<file path="config.mk">
export PLATFORM = sky130hd
export DESIGN_NAME = mat_rle
export DESIGN_NICKNAME = d
export VERILOG_FILES = /design/src/rtl/mat_pkg.sv /design/src/rtl/mat_pos_cnt.sv /design/src/rtl/mat_rle.sv
export SDC_FILE = /design/constraint.sdc
export NUM_CORES = 1
export LEC_CHECK = 0
export CAP_MARGIN = 20
export CORE_UTILIZATION = 45
export CTS_CLUSTER_DIAMETER = 80
export DETAILED_ROUTE_END_ITERATION = 10
export GPL_ROUTABILITY_DRIVEN = 0
export PLACE_DENSITY = 0.72
export SLEW_MARGIN = 20
export SYNTH_ARGS = -nofsm -noshare
export SYNTH_HDL_FRONTEND = slang
export SYNTH_SLANG_ARGS = --single-unit
</file>
<file path="constraint.sdc">
create_clock -name clk -period 1.7 [get_ports clk]
set_input_delay 0.34 -clock clk [delete_from_list [all_inputs] [get_ports clk]]
set_output_delay 0.34 -clock clk [all_outputs]
set_load 0.01 [all_outputs]
</file>
<file path="src/rtl/mat_pkg.sv">
// mat_pkg: shared constants and types for the matrix coding pipeline.
//   MAT_DW      coefficient width (two's complement)
//   MAT_BLK_N   samples per 8x8 block
//   MAT_RW      run field width, $clog2(MAT_BLK_N)
//   MAT_ZRL_RUN run value of a zero-run-length word (optional ZRL feature)
//   rle_pair_t  one run/level/eob output word
package mat_pkg;

  localparam int         MAT_DW      = 10;
  localparam int         MAT_BLK_N   = 64;
  localparam int         MAT_RW      = 6;
  localparam logic [3:0] MAT_ZRL_RUN = 4'd15;

  typedef struct packed {
    logic [MAT_RW-1:0] run;
    logic [MAT_DW-1:0] level;
    logic              eob;
  } rle_pair_t;

endpackage

</file>
<file path="src/rtl/mat_pos_cnt.sv">
// mat_pos_cnt: modulo-BLK_N position counter for the run-length encoder.
// Ports:
//   clk    in   system clock, rising edge
//   rst_n  in   asynchronous active-low reset
//   adv    in   advance the position (an accepted sample)
//   pos    out  current position 0..BLK_N-1 (position of the sample on din now)
//   last   out  combinational: pos is the final sample of the block
// BLK_N must be a power of two so the counter wraps by simple overflow.
module mat_pos_cnt
  import mat_pkg::*;
#(
  parameter int BLK_N = MAT_BLK_N,
  parameter int RW    = MAT_RW
) (
  input  logic          clk,
  input  logic          rst_n,
  input  logic          adv,
  output logic [RW-1:0] pos,
  output logic          last
);

  assign last = (pos == RW'(BLK_N - 1));

  always_ff @(posedge clk or negedge rst_n) begin
    if (!rst_n) begin
      pos <= '0;
    end else if (adv) begin
      pos <= pos + RW'(1);
    end
  end

endmodule

</file>
<file path="src/rtl/mat_rle.sv">
// mat_rle: run-length encoder downstream of mat_scan.
// Consumes 64 scanned coefficients per block and emits (run, level) pairs,
// with eob flagged on the last pair of each block. One cycle latency, all
// outputs registered and held while vld_out=0.
// Ports:
//   clk      in   system clock, rising edge
//   rst_n    in   asynchronous active-low reset (discards a partial block)
//   vld_in   in   din valid this cycle
//   din      in   scanned coefficient, DW bits two's complement
//   vld_out  out  run/level/eob valid this cycle
//   run      out  zeros preceding level
//   level    out  coefficient value (0 for ZRL or zero-tail eob)
//   eob      out  last output of the block, qualified by vld_out
// Build option: define MAT_RLE_ZRL_EN to cap runs at 15 and emit ZRL words
// (run=15, level=0, eob=0) when a zero arrives with 15 zeros pending.
module mat_rle
  import mat_pkg::*;
#(
  parameter int DW    = MAT_DW,
  parameter int BLK_N = MAT_BLK_N,
  parameter int RW    = MAT_RW
) (
  input  logic          clk,
  input  logic          rst_n,
  input  logic          vld_in,
  input  logic [DW-1:0] din,
  output logic          vld_out,
  output logic [RW-1:0] run,
  output logic [DW-1:0] level,
  output logic          eob
);

  logic [RW-1:0] pos;
  logic          last;
  logic [RW-1:0] zcnt;
  logic [RW-1:0] zcnt_nxt;
  logic          emit;
  logic [RW-1:0] run_nxt;
  logic [DW-1:0] level_nxt;
  logic          eob_nxt;

  mat_pos_cnt #(
    .BLK_N (BLK_N),
    .RW    (RW)
  ) u_pos_cnt (
    .clk   (clk),
    .rst_n (rst_n),
    .adv   (vld_in),
    .pos   (pos),
    .last  (last)
  );

  always_comb begin
    emit      = 1'b0;
    run_nxt   = '0;
    level_nxt = '0;
    eob_nxt   = 1'b0;
    zcnt_nxt  = zcnt;
    if (vld_in) begin
      if (din != '0) begin
        emit      = 1'b1;
        run_nxt   = zcnt;
        level_nxt = din;
        eob_nxt   = last;
        zcnt_nxt  = '0;
      end else if (last) begin
        // Zero tail: the run includes this final zero; an all-zero block
        // wraps to run=0 and the consumer reads eob+level=0 as "rest zero".
        emit      = 1'b1;
        run_nxt   = zcnt + RW'(1);
        eob_nxt   = 1'b1;
        zcnt_nxt  = '0;
`ifdef MAT_RLE_ZRL_EN
      end else if (zcnt == RW'(MAT_ZRL_RUN)) begin
        emit      = 1'b1;
        run_nxt   = RW'(MAT_ZRL_RUN);
        zcnt_nxt  = '0;
`endif
      end else begin
        zcnt_nxt  = zcnt + RW'(1);
      end
    end
  end

  always_ff @(posedge clk or negedge rst_n) begin
    if (!rst_n) begin
      zcnt    <= '0;
      vld_out <= 1'b0;
      run     <= '0;
      level   <= '0;
      eob     <= 1'b0;
    end else begin
      zcnt    <= zcnt_nxt;
      vld_out <= emit;
      if (emit) begin
        run   <= run_nxt;
        level <= level_nxt;
        eob   <= eob_nxt;
      end
    end
  end

endmodule
</file>
== Word level (Yosys, flattened, before mapping) ==
Cells that the tools add are included.
Storage, ports and cells
  register bits after elaboration: 30
  bits of input ports: 13
  output and inout port bits: 18
  logic and storage cells: 22
Operators by class
  add/subtract/negate cells: 2
  equality and inequality tests: 1
  mux-type cells: 12
  reductions and logical operators: 1
Operators with widths (number)
  2-to-1 mux 6 bit: 5
  2-to-1 mux 10 bit: 2
  adder 6 x 1 -> 6 bit, second input constant: 2
  nonzero test 10 bit: 1
  equality test 6 bit, second input constant: 1
  2-to-1 mux 1 bit: 5

== Longest topological paths before layout ==
Gate-level depths: netlist of the first run.
  word-level depth: 4
  mapped depth: 6

== Cells and area by module ==
A second synthesis of the first run with hierarchy kept.
Second synthesis, totals
  cells, all modules: 132
  area, all modules: 1462.7 um^2
By module, submodules not included
  mat_rle: instances 1, cells each 111, area each 1199.9 um^2, sequential area each 600.6 um^2
  mat_pos_cnt: instances 1, cells each 21, area each 262.8 um^2, sequential area each 150.1 um^2

== Worst setup path before layout of the first run ==
No wires, ideal clock.
  path type: reg2reg
  from: register u_pos_cnt.pos[0]
  to: register level[8]
  setup time: 127 ps
  arrival: 1650 ps
  required time: 1573 ps
  setup slack: -78 ps
  stages on the path, launching flop included: 7
  path buffers: 1
  period minus slack after synthesis: 1778 ps
  cells stage by stage: dfrtp_1 > ha_1 > and3_1 > and3_1 > o21ai_4 > buf_6 > mux2_1
On the way
  word-level cells in the longest chain between the ends: 4
Ends and longest elaborated chain
  start: declaration: line mat_pos_cnt.sv:18  | output logic [RW-1:0] pos,
  start signal: assignment: line mat_pos_cnt.sv:28  | pos <= pos + RW'(1);
  equality test 6 bit: line mat_pos_cnt.sv:22  | assign last = (pos == RW'(BLK_N - 1));
  2-to-1 mux 1 bit: line mat_rle.sv:66  | end else if (last) begin
  2-to-1 mux 1 bit: line mat_rle.sv:60  | if (din != '0) begin
  2-to-1 mux 1 bit: line mat_rle.sv:59  | if (vld_in) begin
  end signal: assignment: line mat_rle.sv:97  | level <= level_nxt;
  end: declaration: line mat_rle.sv:29  | output logic [DW-1:0] level,
Every way passes these cells.
A chain may end at the register's enable or synchronous reset.

== Worst setup path after layout of the first run ==
  from: register u_pos_cnt.pos[0]
  to: register run[4]
On the way
  word-level cells in the longest chain between the ends: 4
  elaborated cells between the ends (all ways): 7
  those cells by class: eq/ne (1); mux (6)
Ends and longest elaborated chain
  equality test 6 bit: line mat_pos_cnt.sv:22
  2-to-1 mux 1 bit: line mat_rle.sv:66
  2-to-1 mux 1 bit: line mat_rle.sv:60
  2-to-1 mux 1 bit: line mat_rle.sv:59
  named net emit: line mat_rle.sv:37  | logic emit;
  end signal: assignment: line mat_rle.sv:96  | run <= run_nxt;
  end: declaration: line mat_rle.sv:28  | output logic [RW-1:0] run,
The timed path passes the listed nets, and every way through them passes these cells.

==> flow_summary.yaml, run 1 <==
clock_tree:
  cts_tree: "built"
  cts_buffer_depth: 2
  root_buffer: "clkbuf_4"
  postCtsHoldBufs: 0
  clock-sinks: 30
  htree_levels: 2
  clkLatencyLatePin_ns: 0.33
  numCtsBuffers: 5
  clk_pin_slew_worst_paths_ns: 0.10
placed_design:
  dp_slack_ns: -0.408
  io_buffers: 30
  placedCellCount: 198
  dp_hpwl_um: 2360
sta:
  tns_ns: 0
  worstMarginPinSlew_ns: 0.376
  whs_ns: 0.355
  fin_skew_ns: 0.00961
  slew_viol_final: 0
  setup_viol: 0
  rsz0062_at_grt: "true"
  hold_violations: 0
  max_freq_mhz: 602
  slew_headroom: 0.749
  layout_setup_ws_ns: 0.0401
  fin_crit_ns: 1.66
  fin_crit_sh: 0.976
synth:
  async_reset_ff_frac: 1.00
  synthTopCellsByCount: "30 x dfrtp_1, 8 x a22o_1, 6 x xnor2_1, 5 x and3_1, 5 x nand4_1"
  ys.warnings.count: 0
  yosysMostFrequentCell: "dfrtp_1"
  yosysSeqAreaShare: 0.525
  avgSynthCellArea_um2: 12.8
  syn_area_mm2: 0.00143
  synth_seq_cells: 30
  synth.net_count: 127
  synth.distinct_cells: 38
  synth_ff_type: "dfrtp_1"
  ys_top_cells_by_area: "dfrtp_1 53%, a22o_1 4.9%, xnor2_1 3.7%"
  synth_top_cell_by_area: "dfrtp_1"
  synth-edff-count: 0
  netlist_instances: 112
  yosysTopAreaCellShare: 0.525
worst_setup_path:
  r2r_start: "u_pos_cnt.pos[0]"
  path_cells: "ha_2, and3_4, and3_4, o21ai_4, inv_4, mux2_4"
  startpoint: "u_pos_cnt.pos[0]"
  max_stage_delay_ns: 0.40
  reg2reg_to: "run[4]"
  crit_path_end: "run[4]"
  path_depth: 6
  r2r_slack_ns: 0.04
  crit_buf_inv: 1
  crit_top_cell: "and3_4"
  reg2regPathDepth: 6
  crit_arrival_ns: 1.87
  cp_slowest_cell: "dfrtp_1"
  worstSetupEndpointType: "flip-flop"
  start_kind: "flip-flop"
  required_ns: 1.91
  worstSetupPathType: "flip-flop to flip-flop"
  path_max_fanout: 5
  cpLargestDelayFamily: "flip-flops"
global_route:
  antenna_found_initial: 0
  use_met3: 0.0505
  global_route.peak_usage_layer: "met2"
  grt_pass1_wl_um: 5420
  overflow: 0
  grtUsageMet2: 0.356
  grt_util_met1: 0.260
  grt_usage: 0.216
  grt_pass1_vias: 1210
  grt_max_degree: 31
power:
  p_per_area_mw_per_mm2: 900
  peakVddDrop_mv: 0.801
  leakage_nw: 0.889
detailed_routing:
  firstDrtPassIters: 4
  drt_iter0_markers: 51
  vias_per_cell: 5.45
  routedWlPerCell_um: 15.2
  post-route-drc-count: 0
  routed_wl_um: 3170
  dr_total_vias: 1140
  ant_nets: 0
floorplan:
  start_util: 0.472
  ioPinCount: 31
  rows: 20
  coreArea_mm2: 0.00303
  die_height_um: 58.4
  die_area_mm2: 0.00340
  die_x_um: 58.4
finish:
  finalNonFillerCells: 209
  final_net_count: 179
  post-route-util: 0.663
  diodes: 0
  area_delta_synth_final_pct: 40.5
  drive_gt1_frac: 0.279
run:
  maxCapViolations: 0
outcome:
  status: "finished clean"
hold_path:
  hold_path_class: "primary input to flip-flop"
[cells in the final DEF (no fill, tap or decap), types with 4 or more instances in the layout]
cell and count:
a22o_1 8, xnor2_1 6, nand4_1 5, mux2_4 4, clkbuf_4 5, dfrtp_1 30, dlygate4sd2_1 4, a41oi_1 4
buf_4 19, clkdlybuf4s50_1 24
[where the power goes]
group | internal [mW] | switching (mW)
Combinational | 0.224 | 0.154
Sequential | 0.813 | 0.0960
Clock | 0.282 | 0.237
Total | 1.32 | 0.487
[worst min-delay path by stage]
stage	slack, ns	from	end	cells after the start
CTS	0.39	rst_n	level[4]	2
global placement	0.48	u_pos_cnt.pos[5]	u_pos_cnt.pos[5]	1
finish	0.36	din[7]	level[7]	2
detailed placement	0.48	level[1]	level[1]	1
floorplan	0.04	rst_n	eob	0
global route	0.37	din[3]	level[3]	2
[final cells by class]
cell class	count	area, um^2
fillers	253	1020
flip-flops and latches	30	751
multi-input cells	73	652
repair buffers	50	454
clock buffers	8	78.8
well taps	44	55.1
inverters	4	17.5
[per-stage QoR]
step	cell area (um^2)	total power, mW
2_1_floorplan	1440	1.08
3_3_place_gp	1890	1.25
3_5_place_dp	1890	1.27
4_1_cts	1970	1.81
5_1_grt	2010	1.90
6_report	2010	1.81
[metal layers]
layer	wire length, um	part of all wire
met3	125	0.039
met5	0	0
met4	42	0.013
met1	1410	0.44
met2	1600	0.50
[timing repair]
action                     CTS  global route
resized for setup            6             8
setup endpoints to repair   10            14
buffers inserted             1             2
pin swaps                    3             5
[cell families (layout without fill, tap and decap cells)]
group                    after synthesis  count (layout)  share of synthesized area
AO/OA/AOI/OAI                         25              25                      0.147
adder cells (fa/ha/maj)                2               2                     0.0175
multiplexers                           8               8                     0.0692
AND/OR/NAND/NOR                       29              29                      0.150
XOR/XNOR                               9               9                     0.0552
buffers and inverters                  9              62                     0.0359
flip-flops                            30              30                      0.525
[sequential cells by signal (all words and copies together), names as in the netlist]
signal / flops
u_pos_cnt.pos: 6
eob: 1
vld_out: 1
zcnt: 6
run: 6
level: 10
No activity file was read; power rests on OpenSTA's default activity.
==> run 2: changes to the inputs <==
--- a/config.mk
+++ b/config.mk
@@ -6,11 +6,12 @@
 export NUM_CORES = 1
 export LEC_CHECK = 0
 export CAP_MARGIN = 20
-export CORE_UTILIZATION = 45
+export CORE_UTILIZATION = 55
 export CTS_CLUSTER_DIAMETER = 80
 export DETAILED_ROUTE_END_ITERATION = 10
+export DONT_BUFFER_PORTS = 1
 export GPL_ROUTABILITY_DRIVEN = 0
-export PLACE_DENSITY = 0.72
+export PLACE_DENSITY = 0.7
 export SLEW_MARGIN = 20
 export SYNTH_ARGS = -nofsm -noshare
 export SYNTH_HDL_FRONTEND = slang
==> run 2 against run 1 <==
First-iteration DRC count down 49%. Hold slack worse by 0.28 ns. Non-clock buffer count down 30. Power down 7.1%. Fmax down 2.0%. Clock skew down 0.0023 ns. Register-to-register slack worse by 0.03 ns. Wire length down 6.3%. Worst setup slack worse by 0.034 ns. Sequential power up 2%. Final cell count down 22%. Critical endpoint is now run[3].
==> flow_summary.yaml, run 2 (same netlist as run 1, synthesis figures left out) <==
outcome:
  status: "finished clean"
global_route:
  grt_max_degree: 31
  global_route.peak_usage_layer: "met2"
  use_met3: 0.0690
  antenna_found_initial: 0
  grt_pass1_wl_um: 4730
  grt_pass1_vias: 1021
  grt_util_met1: 0.283
  grt_usage: 0.249
  overflow: 0
  grtUsageMet2: 0.420
floorplan:
  rows: 18
  coreArea_mm2: 0.00245
  ioPinCount: 31
  die_height_um: 53.0
  die_area_mm2: 0.00281
  start_util: 0.582
  die_x_um: 53.0
sta:
  layout_setup_ws_ns: 0.00655
  worstMarginPinSlew_ns: 0.327
  hold_violations: 0
  setup_viol: 0
  fin_crit_sh: 0.996
  whs_ns: 0.0798
  fin_crit_ns: 1.69
  slew_viol_final: 0
  fin_skew_ns: 0.00733
  slew_headroom: 0.780
  max_freq_mhz: 591
detailed_routing:
  post-route-drc-count: 0
  vias_per_cell: 6.16
  dr_total_vias: 1011
  routed_wl_um: 2970
  firstDrtPassIters: 4
  routedWlPerCell_um: 18.1
  drt_iter0_markers: 26
  ant_nets: 0
power:
  leakage_nw: 0.731
  p_per_area_mw_per_mm2: 1010
  power_mw: 1.68
  peakVddDrop_mv: 0.954
placed_design:
  dp_hpwl_um: 2050
  placedCellCount: 145
  dp_slack_ns: -0.0189
  io_buffers: 0
worst_setup_path:
  crit_top_cell: "and3_4"
  cp_slowest_cell: "dfrtp_1"
  path_cells: "ha_2, and3_4, and3_4, o21ai_4, inv_4, mux2_4"
  worstSetupPathType: "flip-flop to flip-flop"
  crit_arrival_ns: 1.92
  max_stage_delay_ns: 0.40
  start_kind: "flip-flop"
  worstSetupEndpointType: "flip-flop"
  required_ns: 1.92
  path_max_fanout: 6
finish:
  finalNonFillerCells: 164
  area_delta_synth_final_pct: 16.1
  diodes: 0
  largest_register_ffs: 10
  drive_gt1_frac: 0.299
  final_common_cell: "dfrtp_1"
  post-route-util: 0.676
  most-common-layout-cells: "30 x dfrtp_1, 18 x buf_4, 8 x a22o_1, 6 x xnor2_1"
  max_flop_register: "level"
  final_net_count: 149
clock_tree:
  root_buffer: "clkbuf_4"
  cts_buffer_depth: 2
  numCtsBuffers: 5
  clk_pin_slew_worst_paths_ns: 0.09
  cts_tree: "built"
  clock-sinks: 30
  clkLatencyLatePin_ns: 0.34
  htree_levels: 2
hold_path:
  hold_path_class: "primary input to flip-flop"
run:
  maxCapViolations: 0
==> run 2: worst paths after layout <==
path / startpoint / to / depth (start not counted) / slack (ns)
setup / recovery: u_pos_cnt.pos[1] / run[3] / 6 / 0.007
hold / removal: vld_in / run[1] / 1 / 0.08
setup reg to reg: u_pos_cnt.pos[1] / run[3] / 6 / 0.007
hold reg to reg: u_pos_cnt.pos[4] / u_pos_cnt.pos[4] / 1 / 0.54
max in group asynchronous: rst_n / level[3] / 2 / 1.09
min in group asynchronous: rst_n / run[4] / 2 / 0.44
==> run 2: final cells by class <==
class,count,area [um^2]
multi-input cells,73,643
fillers,191,796
inverters,4,17.5
repair buffers,20,165
flip-flops and latches,30,751
well taps,30,37.5
clock buffers,7,45.0
==> run 2: stage by stage <==
step	setup TNS, ns	area, um^2
4_1_cts	0	1620
2_1_floorplan	0	1440
5_1_grt	-0.0208	1660
3_3_place_gp	0	1500
6_report	0	1660
3_5_place_dp	-0.0239	1500
==> run 2: critical path: cells and delay by family, from the launching register on <==
family	cells	cell delay [ns]
simple gates	2	0.34
buf+inv	1	0.09
mux	1	0.31
flops	1	0.40
fa+ha+maj	1	0.20
compound gates	1	0.24
==> run 2: repair_timing <==
action,CTS,global route
gates cloned,0,0
setup endpoints to repair,3,7
endpoints found under the hold margin,30,0
buffers inserted,6,4
pin swaps,1,2
resized for setup,1,1
hold buffers,2,0
==> run 2: power by group <==
part	total, mW	internal, mW	switching (mW)
Combinational	0.358	0.227	0.132
Clock	0.394	0.156	0.238
Sequential	0.926	0.813	0.113
==> run 2: per-layer routing <==
| metal | routed length, um | vias to the layer above |
|---|---|---|
| li1 | - | 469 |
| met1 | 1180 | 500 |
| met2 | 1580 | 36 |
| met3 | 165 | 6 |
| met4 | 50 | 0 |
| met5 | 0 | - |
==> run 3: changes to the inputs <==
--- a/config.mk
+++ b/config.mk
@@ -6,13 +6,16 @@
 export NUM_CORES = 1
 export LEC_CHECK = 0
 export CAP_MARGIN = 20
-export CORE_UTILIZATION = 55
+export CELL_PAD_IN_SITES_DETAIL_PLACEMENT = 0
+export CELL_PAD_IN_SITES_GLOBAL_PLACEMENT = 1
+export CORE_UTILIZATION = 43
 export CTS_CLUSTER_DIAMETER = 80
 export DETAILED_ROUTE_END_ITERATION = 10
 export DONT_BUFFER_PORTS = 1
 export GPL_ROUTABILITY_DRIVEN = 0
-export PLACE_DENSITY = 0.7
+export PLACE_DENSITY_LB_ADDON = 0.1
 export SLEW_MARGIN = 20
 export SYNTH_ARGS = -nofsm -noshare
 export SYNTH_HDL_FRONTEND = slang
+export SYNTH_HIERARCHICAL = 1
 export SYNTH_SLANG_ARGS = --single-unit
==> run 3 against run 2 <==
Design area fell by 1.8%. Die area rose by 30%. Critical path type unchanged. Register-to-register slack better by 0.12 ns. Largest power group unchanged. Critical endpoint is now run[5]. Combinational power down 24%. Sequential power barely moved. Sequential share of layout area rose by 0.83 points. Count of clock-buffer cells in the layout decreased by 2. Global-route usage decreased by 5.5 points.
==> flow_summary.yaml, run 3 <==
synth:
  synth_top_cell_by_area: "dfrtp_1"
  ys_top_cells_by_area: "dfrtp_1 51%, a22o_1 4.2%, nand2_1 3.3%"
  yosysSeqAreaShare: 0.513
  avgSynthCellArea_um2: 11.1
  synth.net_count: 147
  synth.distinct_cells: 39
  synthTopCellsByCount: "30 x dfrtp_1, 13 x nand2_1, 11 x nor2_1, 7 x a22o_1, 6 x o21ai_0"
  async_reset_ff_frac: 1.00
  ys.warnings.count: 6
  synth_ff_type: "dfrtp_1"
  synth-edff-count: 0
  netlist_instances: 132
  synth_seq_cells: 30
  yosysTopAreaCellShare: 0.513
  yosysMostFrequentCell: "dfrtp_1"
  syn_area_mm2: 0.00146
sta:
  fin_crit_sh: 0.924
  slew_viol_final: 0
  worstMarginPinSlew_ns: 0.382
  max_freq_mhz: 636
  slew_headroom: 0.743
  tns_ns: 0
  setup_viol: 0
  fin_skew_ns: 0.00567
  layout_setup_ws_ns: 0.129
  rsz0062_at_grt: "true"
  whs_ns: 0.0875
  fin_crit_ns: 1.57
  hold_violations: 0
worst_setup_path:
  path_cells: "ha_2, nand3_1, nor2_2, buf_6, nand2_2, nor4_2, a21oi_1, o21ai_0"
  max_stage_delay_ns: 0.37
  required_ns: 1.94
  crit_buf_inv: 1
  worstSetupPathType: "flip-flop to flip-flop"
  start_kind: "flip-flop"
  cp_slowest_cell: "dfrtp_1"
  startpoint: "u_pos_cnt/pos[1]"
  cpLargestDelayFamily: "simple AND/OR/NAND/NOR gates"
  crit_arrival_ns: 1.81
  worstSetupEndpointType: "flip-flop"
  r2r_start: "u_pos_cnt/pos[1]"
  path_max_fanout: 8
detailed_routing:
  post-route-drc-count: 0
  firstDrtPassIters: 4
  routedWlPerCell_um: 16.7
  vias_per_cell: 5.80
  ant_nets: 0
  routed_wl_um: 3140
  dr_total_vias: 1091
  drt_iter0_markers: 33
finish:
  most-common-layout-cells: "30 x dfrtp_1, 12 x nand2_1, 10 x nor2_1, 8 x buf_4, 7 x a22o_1"
  area_delta_synth_final_pct: 11.4
  final_net_count: 159
  fillCellCount: 286
  max_flop_register: "level"
  drive_gt1_frac: 0.250
  largest_register_ffs: 10
  final_common_cell: "dfrtp_1"
  diodes: 0
power:
  leakage_nw: 0.720
  seqPwrFrac: 0.588
  switchingPower_uw: 452
  pwr-share-clk: 0.240
  power_mw: 1.57
  p_per_area_mw_per_mm2: 966
  p_sw_frac: 0.287
  intPower_mw: 1.12
  power_frac_comb: 0.172
  peakVddDrop_mv: 0.530
floorplan:
  die_area_mm2: 0.00364
  start_util: 0.468
  coreArea_mm2: 0.00313
  die_height_um: 60.3
  die_x_um: 60.3
  ioPinCount: 31
  rows: 20
run:
  maxCapViolations: 0
placed_design:
  dp_hpwl_um: 2120
  io_buffers: 0
  dp_slack_ns: 0.0182
global_route:
  grt_max_degree: 33
  grt_usage: 0.193
  grt_pass1_vias: 1014
  antenna_found_initial: 0
  overflow: 0
  grt_pass1_wl_um: 5020
clock_tree:
  clock-sinks: 30
  root_buffer: "clkbuf_4"
  htree_levels: 2
  cts_tree: "built"
  cts_buffer_depth: 2
  clkLatencyLatePin_ns: 0.32
  clk_pin_slew_worst_paths_ns: 0.09
  numCtsBuffers: 5
hold_path:
  worstHoldStart: "vld_in"
  hold_path_class: "primary input to flip-flop"
outcome:
  status: "finished clean"
-- run 3: cell count changes after synthesis, moves of 3 or more --
cell | before | now
a21oi_1 | 1 | 4
a32o_1 | 0 | 3
a41oi_1 | 4 | 0
nand2_1 | 3 | 13
nand3_1 | 2 | 5
nor2_1 | 2 | 11
nor3_1 | 1 | 4
nor4_2 | 0 | 3
o21ai_0 | 3 | 6
o311ai_0 | 3 | 0
xnor2_1 | 6 | 3
-- run 3: area by class of cell --
type                       count  area, um^2  share of cell area
sequential                    30         751               0.461
multi-input combinational     93         663               0.407
timing repair buffer          11         101              0.0622
tap                           44        55.1              0.0338
clock buffer                   5        37.5              0.0230
inverter                       3        11.3             0.00691
clock inverter                 2        10.0             0.00614
-- run 3: worst paths after layout --
| check | end | slack, ns | cells after the start |
|---|---|---|---|
| setup / recovery | run[5] | 0.13 | 8 |
| hold / removal | run[1] | 0.09 | 1 |
| setup reg to reg | run[5] | 0.13 | 8 |
| hold reg to reg | u_pos_cnt/pos[5] | 0.49 | 1 |
| max in group asynchronous | vld_out | 1.04 | 2 |
| min in group asynchronous | level[8] | 0.49 | 2 |
-- run 3: routing by layer --
layer | global-route usage | part of all wire
met4 | 0.0698 | 0.013
met5 | 0 | 0
met1 | 0.261 | 0.44
met2 | 0.283 | 0.48
met3 | 0.0736 | 0.074
-- run 3: what timing repair did --
item,4_1_cts,5_1_grt
setup endpoints to repair,0,7
hold buffers,2,0
buffers inserted,0,1
resized for setup,0,6
endpoints found under the hold margin,30,0
-- run 3: cell families after synthesis --
family | count (synthesis) | share of synthesized area
buf+inv | 9 | 0.0462
mux | 5 | 0.0393
fa+ha+maj | 2 | 0.0171
flops | 30 | 0.513
compound gates | 32 | 0.172
xor+xnor | 5 | 0.0299
simple gates | 49 | 0.182
-- run 3: stage by stage --
| stage | util | instances | area (um^2) |
|---|---|---|---|
| finish | 0.521 | 188 | 1630 |
| global route | 0.521 | 188 | 1630 |
| CTS | 0.511 | 187 | 1600 |
| detailed placement | 0.486 | 178 | 1520 |
| global placement | 0.486 | 178 | 1520 |
| floorplan | - | 132 | 1460 |
-- run 3: worst reg2reg max path: cells and delay by family (launching register included) --
| family | cells | cell delay (ns) |
|---|---|---|
| adders and majority gates | 1 | 0.20 |
| DFF | 1 | 0.37 |
| AOI/OAI and AO/OA | 2 | 0.23 |
| buffers and inverters | 1 | 0.14 |
| and+or+nand+nor | 4 | 0.56 |
-- run 3: power groups by stage --
stage | Clock, mW | Combinational [mW] | Sequential [mW]
6_report | 0.378 | 0.271 | 0.924
5_1_grt | 0.429 | 0.302 | 0.938
3_5_place_dp | 0 | 0.225 | 0.941
3_3_place_gp | 0 | 0.217 | 0.938
4_1_cts | 0.407 | 0.249 | 0.928
2_1_floorplan | 0 | 0.184 | 0.925
